==> src/rtl/dmem_responder.sv <==
// rtl/dmem_responder.sv - multi-cycle data memory responder with fixed wait states
module dmem_responder #(
   parameter int DEPTH = 64,
   parameter int WAIT  = 2
) (
   input  logic        clk,
   input  logic        reset,
   input  logic        MemReqM,
   input  logic        MemWriteM,
   input  logic [31:0] AddrM,
   input  logic [31:0] WriteDataM,
   output logic [31:0] ReadDataM,
   output logic        StallM,
   output logic        DoneM,
   output logic        AddrErrM
);

   localparam int IW = (DEPTH > 1) ? $clog2(DEPTH) : 1;

   localparam logic [1:0] IDLE = 2'd0;
   localparam logic [1:0] BUSY = 2'd1;
   localparam logic [1:0] RESP = 2'd2;

   logic [1:0]    state_q, state_d;
   logic [3:0]    cnt_q, cnt_d;
   logic          we_q;
   logic [31:0]   addr_q;
   logic [31:0]   wdata_q;
   logic [31:0]   rdata_q;
   logic [31:0]   mem_q [DEPTH];

   logic          accept;
   logic          finish;
   logic          legal;
   logic [IW-1:0] idx;

   assign accept = (state_q == IDLE) && MemReqM;
   // finish is true only on the edge that moves BUSY into RESP
   assign finish = (state_q == BUSY) && (cnt_q == 4'd1);
   assign legal  = (addr_q[1:0] == 2'b00) && ({2'b00, addr_q[31:2]} < 32'(DEPTH));
   assign idx    = addr_q[IW+1:2];

   always_comb begin
      state_d = state_q;
      cnt_d   = cnt_q;
      case (state_q)
         IDLE: begin
            if (MemReqM) begin
               state_d = BUSY;
               cnt_d   = 4'(WAIT);
            end
         end
         BUSY: begin
            cnt_d = cnt_q - 4'd1;
            if (cnt_q <= 4'd1) begin
               state_d = RESP;
            end
         end
         RESP: begin
            state_d = IDLE;
            cnt_d   = 4'd0;
         end
         default: begin
            state_d = IDLE;
            cnt_d   = 4'd0;
         end
      endcase
   end

   always_ff @(posedge clk or posedge reset) begin
      if (reset) begin
         state_q <= IDLE;
         cnt_q   <= 4'd0;
         rdata_q <= 32'd0;
         we_q    <= 1'b0;
         addr_q  <= 32'd0;
         wdata_q <= 32'd0;
      end else begin
         state_q <= state_d;
         cnt_q   <= cnt_d;
         if (accept) begin
            we_q    <= MemWriteM;
            addr_q  <= AddrM;
            wdata_q <= WriteDataM;
         end
         if (finish && !we_q) begin
            rdata_q <= legal ? mem_q[idx] : 32'd0;
         end
      end
   end

   // Array has no reset; an abandoned access never reaches finish
   always_ff @(posedge clk) begin
      if (finish && we_q && legal) begin
         mem_q[idx] <= wdata_q;
      end
   end

   assign ReadDataM = rdata_q;
   assign StallM    = accept || (state_q == BUSY);
   assign DoneM     = (state_q == RESP);
   assign AddrErrM  = (state_q == RESP) && !legal;

endmodule

==> config.mk <==
export PLATFORM = sky130hd
export DESIGN_NAME = dmem_responder
export DESIGN_NICKNAME = d
export VERILOG_FILES = /design/src/rtl/dmem_responder.sv
export SDC_FILE = /design/constraint.sdc
export NUM_CORES = 2
export LEC_CHECK = 0
export CORE_UTILIZATION = 31
export CTS_CLUSTER_DIAMETER = 150
export DETAILED_ROUTE_END_ITERATION = 16
export MAX_ROUTING_LAYER = met4
export PLACE_DENSITY = 0.5
export SYNTH_ARGS = -nofsm -noshare
export SYNTH_HDL_FRONTEND = slang
export SYNTH_SLANG_ARGS = --single-unit
==> constraint.sdc <==
create_clock -name clk -period 9.93 [get_ports clk]
set_clock_uncertainty 0.15 [all_clocks]
set_input_delay 0.993 -clock clk [delete_from_list [all_inputs] [get_ports clk]]
set_output_delay 0.993 -clock clk [all_outputs]
set_load 0.01 [all_outputs]
### After elaboration in Yosys (flattened, before gate mapping)

Memory sizes are Yosys's and may differ from the RTL's.
Cells that the tools add are included.

* reductions and logical operators: 13
* order comparisons: 2
* mux-type cells: 8
* $add $sub $neg: 1
* equal/unequal tests: 5

Operators by type and width (number)
* two-way mux 32 bit: 1
* less-than comparator 30 x 7 -> 1 bit, second input constant: 1
* case mux 4 bit (2 select lines): 1
* logical AND 1 bit: 7
* equality test 4 x 1 -> 1 bit, second input constant: 1
* less-or-equal comparator 4 x 1 -> 1 bit, second input constant: 1
* zero test 2 bit: 2
* two-way mux 2 bit: 2
* two-way mux 4 bit: 1
* case mux 2 bit (2 select lines): 1
* subtractor 4 x 1 -> 4 bit, second input constant: 1
* equality test 2 x 1 -> 1 bit, second input constant: 1
* equality test 2 bit, second input constant: 1
* zero test 1 bit: 2
* two-way mux 1 bit: 2
* != test 2 x 1 -> 1 bit, second input constant: 1
* != test 2 bit, second input constant: 1
* AND reduction 2 bit: 1
* logical OR 1 bit: 1

* logic and storage cells: 36
* memory bits (writable): 2048
* output and inout port bits: 35
* memories: 1
* register bits: 103
* input port bits: 68

Memories
* mem_q: words 64, width 32, read ports 1, clocked after memory_dff 0, wr ports 1, RTL line 30 `logic [31:0] mem_q [DEPTH];`

### Longest topological paths before layout

* word-level depth: 6
* mapped depth: 12
* mapped depth without buffers: 7

### Worst setup path before layout

Ideal clock, no wire load.

* path type: flip-flop to flip-flop
* start: register addr_q[12]
* end: memory mem_q[0][0] (enable)
* setup time: 421 ps
* cell stages (with the launch flop): 8
* data arrival time: 3103 ps
* clock period less this slack: 3674 ps
* slack: 6256 ps
* required time: 9359 ps
* path buffers: 1
* path through: dfrtp_1 -> nor4_1 -> nand4_1 -> nor2_1 -> and4_1 -> clkbuf_1 -> nand3_1 -> nor2_1

* longest elaborated chain between the ends: 5

Ends and longest elaborated chain
* from (decl): RTL line 27 `logic [31:0] addr_q;`
* from (signal assigned): RTL line 83 `addr_q <= AddrM;`
* less-than comparator 30 x 7 -> 1 bit: RTL line 40 `assign legal = (addr_q[1:0] == 2'b00) && ({2'b00, addr_q[31:2]} < 32'(DEPTH));`
* logical AND 1 bit: RTL line 40
* logical AND 1 bit: RTL line 94 `if (finish && we_q && legal) begin`
* two-way mux 1 bit: RTL line 94
* two-way mux 1 bit (implied by the code): RTL line 95 `mem_q[idx] <= wdata_q;`
* to (decl): RTL line 30

Every way passes these cells.

### Worst setup path after layout

* start: register addr_q[4]
* end: register rdata_q[17] (netlist: ReadDataM[17])

* longest elaborated chain between the ends: 3
* elaborated cells on any way between the ends: 4
* those cells by class: order compare (1); mux (1); reduce/logical (1); memory (1)

Ends and longest elaborated chain
* less-than comparator 30 x 7 -> 1 bit: RTL line 40
* logical AND 1 bit: RTL line 40
* two-way mux 32 bit (*): RTL line 87 `rdata_q <= legal ? mem_q[idx] : 32'd0;`
* to (signal assigned): RTL line 87
* to (decl): RTL line 29 `logic [31:0] rdata_q;`

Every way passes the cells marked *; elsewhere a longest branch is shown, timed or not.
A chain may end at the register's enable or synchronous reset.

==> impl_metrics.json <==
{
  "outcome": "finished clean",
  "std_cell_rows": 188,
  "synth-edff-count": 2048,
  "pwr-share-comb_pct": 30.7,
  "max-cap-violations": 0,
  "global_route.overflow_total": 0,
  "synthAdderAreaFrac_pct": 0.0304,
  "antenna_violating_nets_remaining": 0,
  "proportion_of_total_power_due_to_net_switching_pct": 36.9,
  "critPathRequiredTime_ns": 10.58,
  "power.sequential.fraction_pct": 41.2,
  "drt-initial-drc-count": 7113,
  "num_vias": 46000,
  "detail_route.vias_per_cell": 5.58,
  "io-pin-count": 103,
  "p_clk_share_pct": 28.1,
  "ys_warn_count": 0,
  "post_cts.resized_instances": 0,
  "syn-instance-count": 4278,
  "worstSkewPairLatency_ns": 0.89,
  "wl_um": 290000,
  "initial_utilization_pct": 31.3,
  "cts_made_buffers": 221,
  "endpoint_kind": "flop",
  "timing.critical_path.arrival_ns": 6.12,
  "synth-async-reset-ratio_pct": 4.79,
  "fin_crit_sh_pct": 55.1,
  "synthXorXnorAreaFrac_pct": 0.0106,
  "port_buffers": 102,
  "fmax_ghz": 0.183,
  "fp.dieArea_um2": 268000,
  "place_hpwl_um": 167000,
  "hp-class": "reg2reg",
  "synthesis.area_um2": 82300,
  "portion_of_netlist_area_occupied_by_mux_cells_pct": 10.7,
  "synth-seq-area-share_pct": 77.8,
  "top_library_cells_by_usage_in_the_layout_fill_and_taps_aside": "edfxtp_1, o22ai_1, mux4_2",
  "multi_input_area_um2": 17200,
  "critPathBufInv": 2,
  "path_max_fanout": 110,
  "htree_levels": 4,
  "grt_start_max_net_pins": 111,
  "final_core_utilization_pct": 36.3,
  "drc": 0,
  "final_common_cell": "edfxtp_1",
  "placeableCoreArea_um2": 263000,
  "clock-sinks": 2151,
  "timing_worst_setup_path_type": "reg2reg",
  "cpMaxStageDelayCell": "nor3_1",
  "die_h_um": 517,
  "postCtsSetupBuffers": 0,
  "fillerInstances": 24400,
  "synth_top_family_by_area": "multiplexers",
  "most_used_flip_flop_cell_after_synthesis": "edfxtp_1",
  "first_global_vias": 43800,
  "number_of_flip_flops_and_latches_in_the_synthesized_netlist": 2151,
  "vdd.ir_drop.worst_mv": 0.300,
  "layout-area-overhead-vs-synth_pct": 16.0,
  "synth_simple_gate_area_share_pct": 2.36,
  "tightestPinTransition_ns": 1.44,
  "hold_buffers": 0,
  "grt_first_pass_wirelength_um": 391000,
  "firstDrtPassIters": 6,
  "power.density_cell_area_nw_per_um2": 305,
  "clockBufferDepth": 3,
  "drive_gt1_share_pct": 22.1,
  "tritoncts_clock_tree": "done",
  "worst_setup_start_kind": "flop",
  "post_synth.cell_area_avg_um2": 19.2,
  "unrepaired_setup_endpoints_after_global_routing": "false",
  "total_leakage_power_nw": 29.5,
  "nNetsFinal": 4582,
  "finalWorstPathRequiredPeriod_ns": 5.47,
  "gpl.final_weighted_congestion": 0.867,
  "complex_gate_fraction_of_the_synthesized_area_pct": 7.03,
  "clkSlewWorstSetupHoldPaths_ns": 0.06,
  "timing_hold_violations_final": 0,
  "cts_root_buffer": "clkbuf_16",
  "worst_slew_margin_rel_pct": 2.71,
  "final.setup.tns_ns": 0,
  "p_switching_mw": 10.7,
  "slowest_delay_ns": 1.03,
  "synthesis.nets": 4348,
  "layout.area.seq_um2": 64100,
  "initial_antenna_violation_count": 35,
  "worstPathCellList": "buf_12, buf_4, nand3b_1, o21ai_0, o21ai_0, nand2_1, nor3_1, a32o_1",
  "timing.final.setup_violations": 0,
  "grt.total_usage_pct": 22.1,
  "timing.critical_path.max_delay_family": "simple AND/OR/NAND/NOR gates",
  "drv_slew": 0,
  "post_synth_num_cell_types": 76,
  "chipWidth_um": 517,
  "worst_path_most_repeated_cell": "o21ai_0",
  "internal_power_mw": 18.4,
  "mean_routed_wirelength_per_cell_um": 35.2
}
-- registers in the layout, summed over array words and instances, names as in the netlist --
signal	count
addr_q	32
we_q	1
wdata_q	32
state_q	2
mem_q	2048
cnt_q	4
ReadDataM	32
-- worst reg2reg max path: stages (launching register included) --
cell      delay [ns]
dfrtp_4         0.77
buf_12          0.55
buf_4           0.86
nand3b_1        0.55
o21ai_0         0.12
o21ai_0         0.96
nand2_1         0.13
nor3_1          1.03
a32o_1          0.30
-- layout make-up --
| type | count | share of cell area (%) |
|---|---|---|
| flip-flops and latches | 2151 | 67.2 |
| multi-input cells | 1837 | 18.0 |
| clock buffers | 303 | 6.29 |
| well taps | 3515 | 4.61 |
| repair buffers | 294 | 2.65 |
| clock inverters | 113 | 1.21 |
| inverters | 7 | 0.0406 |
| diodes | 11 | 0.0288 |
-- per-stage QoR --
| stage | power [mW] | cells | setup WS (ns) | instance area [um^2] | hold WS (ns) |
|---|---|---|---|---|---|
| after CTS | 29.1 | 8220 | 4.64 | 95400 | 0.362 |
| after global placement | 20.9 | 7799 | 4.11 | 88200 | 0.344 |
| after floorplan | 16.6 | 4278 | 6.08 | 82300 | 0.331 |
| after global routing | 29.8 | 8228 | 4.44 | 95500 | 0.370 |
| after detailed placement | 21.0 | 7804 | 4.72 | 88300 | 0.346 |
| final | 29.2 | 8231 | 4.46 | 95500 | 0.360 |
-- per-layer routing --
layer  global-route usage (%)  routed length, um  part of all wire, %
met1                     30.3             120000                   42
met2                     32.1             129000                   45
met3                     5.07              29200                   10
met4                     7.62              10800                  3.7
met5                        -                  0                    0
-- power groups by stage --
stage	combinational, mW	clock (mW)	sequential (mW)
5_1_grt	9.15	8.65	12.0
3_3_place_gp	8.76	0	12.2
2_1_floorplan	4.30	0	12.3
3_5_place_dp	8.82	0	12.2
6_report	8.94	8.20	12.0
4_1_cts	8.83	8.31	12.0
-- cell usage after synthesis, types with 6 or more instances --
library cell	instances	area, um^2
and3_1	8	50.1
a222oi_1	6	60.1
nor2_1	184	691
a22oi_1	49	368
o32ai_1	11	96.3
o221ai_1	125	1090
a32o_1	18	180
a2111oi_0	9	78.8
nand2b_1	6	37.5
a2bb2oi_1	14	123
buf_4	47	353
a221oi_1	29	254
nand3_1	14	70.1
mux2i_1	180	1800
mux2_2	166	1870
clkbuf_1	91	342
o21ai_0	121	606
buf_2	95	475
o211ai_1	7	52.6
buf_6	29	327
nor3_1	20	100
nor4_1	19	119
o22ai_1	232	1450
buf_1	15	56.3
a22o_1	15	131
nand3b_1	6	45.0
or3_1	9	56.3
o31ai_1	6	45.0
a211oi_1	34	255
o22a_1	9	78.8
edfxtp_1	2048	61500
a31oi_1	8	50.1
o32a_1	7	70.1
mux4_2	228	5130
a21oi_1	107	536
dfrtp_1	103	2580
nand2_1	115	432
inv_1	6	22.5
nor2b_1	17	106
-- path summary, 6_finish.rpt --
| check | endpoint | slack, ns | from | cells after the start |
|---|---|---|---|---|
| worst max-delay path | ReadDataM[17]$_DFFE_PP0P_ | 4.46 | addr_q[4]$_DFFE_PP0P_ | 8 |
| worst min-delay path | addr_q[24]$_DFFE_PP0P_ | 0.36 | addr_q[24]$_DFFE_PP0P_ | 1 |
| worst max register to register | ReadDataM[17]$_DFFE_PP0P_ | 4.46 | addr_q[4]$_DFFE_PP0P_ | 8 |
| worst min register to register | addr_q[24]$_DFFE_PP0P_ | 0.36 | addr_q[24]$_DFFE_PP0P_ | 1 |
| max in group asynchronous | addr_q[4]$_DFFE_PP0P_ | 7.44 | reset | 3 |
| min in group asynchronous | addr_q[11]$_DFFE_PP0P_ | 0.49 | reset | 2 |
-- logic make-up (layout without fill, tap and decap cells) --
kind of cell             count (synthesis)  after routing
AO/OA/AOI/OAI                          833            833
AND/OR/NAND/NOR                        427            427
flip-flops                            2151           2151
multiplexers                           574            574
adder cells (fa/ha/maj)                  2              2
XOR/XNOR                                 1              1
buffers and inverters                  290            717
other                                    0             11
Power figures use the tool's default switching activity.
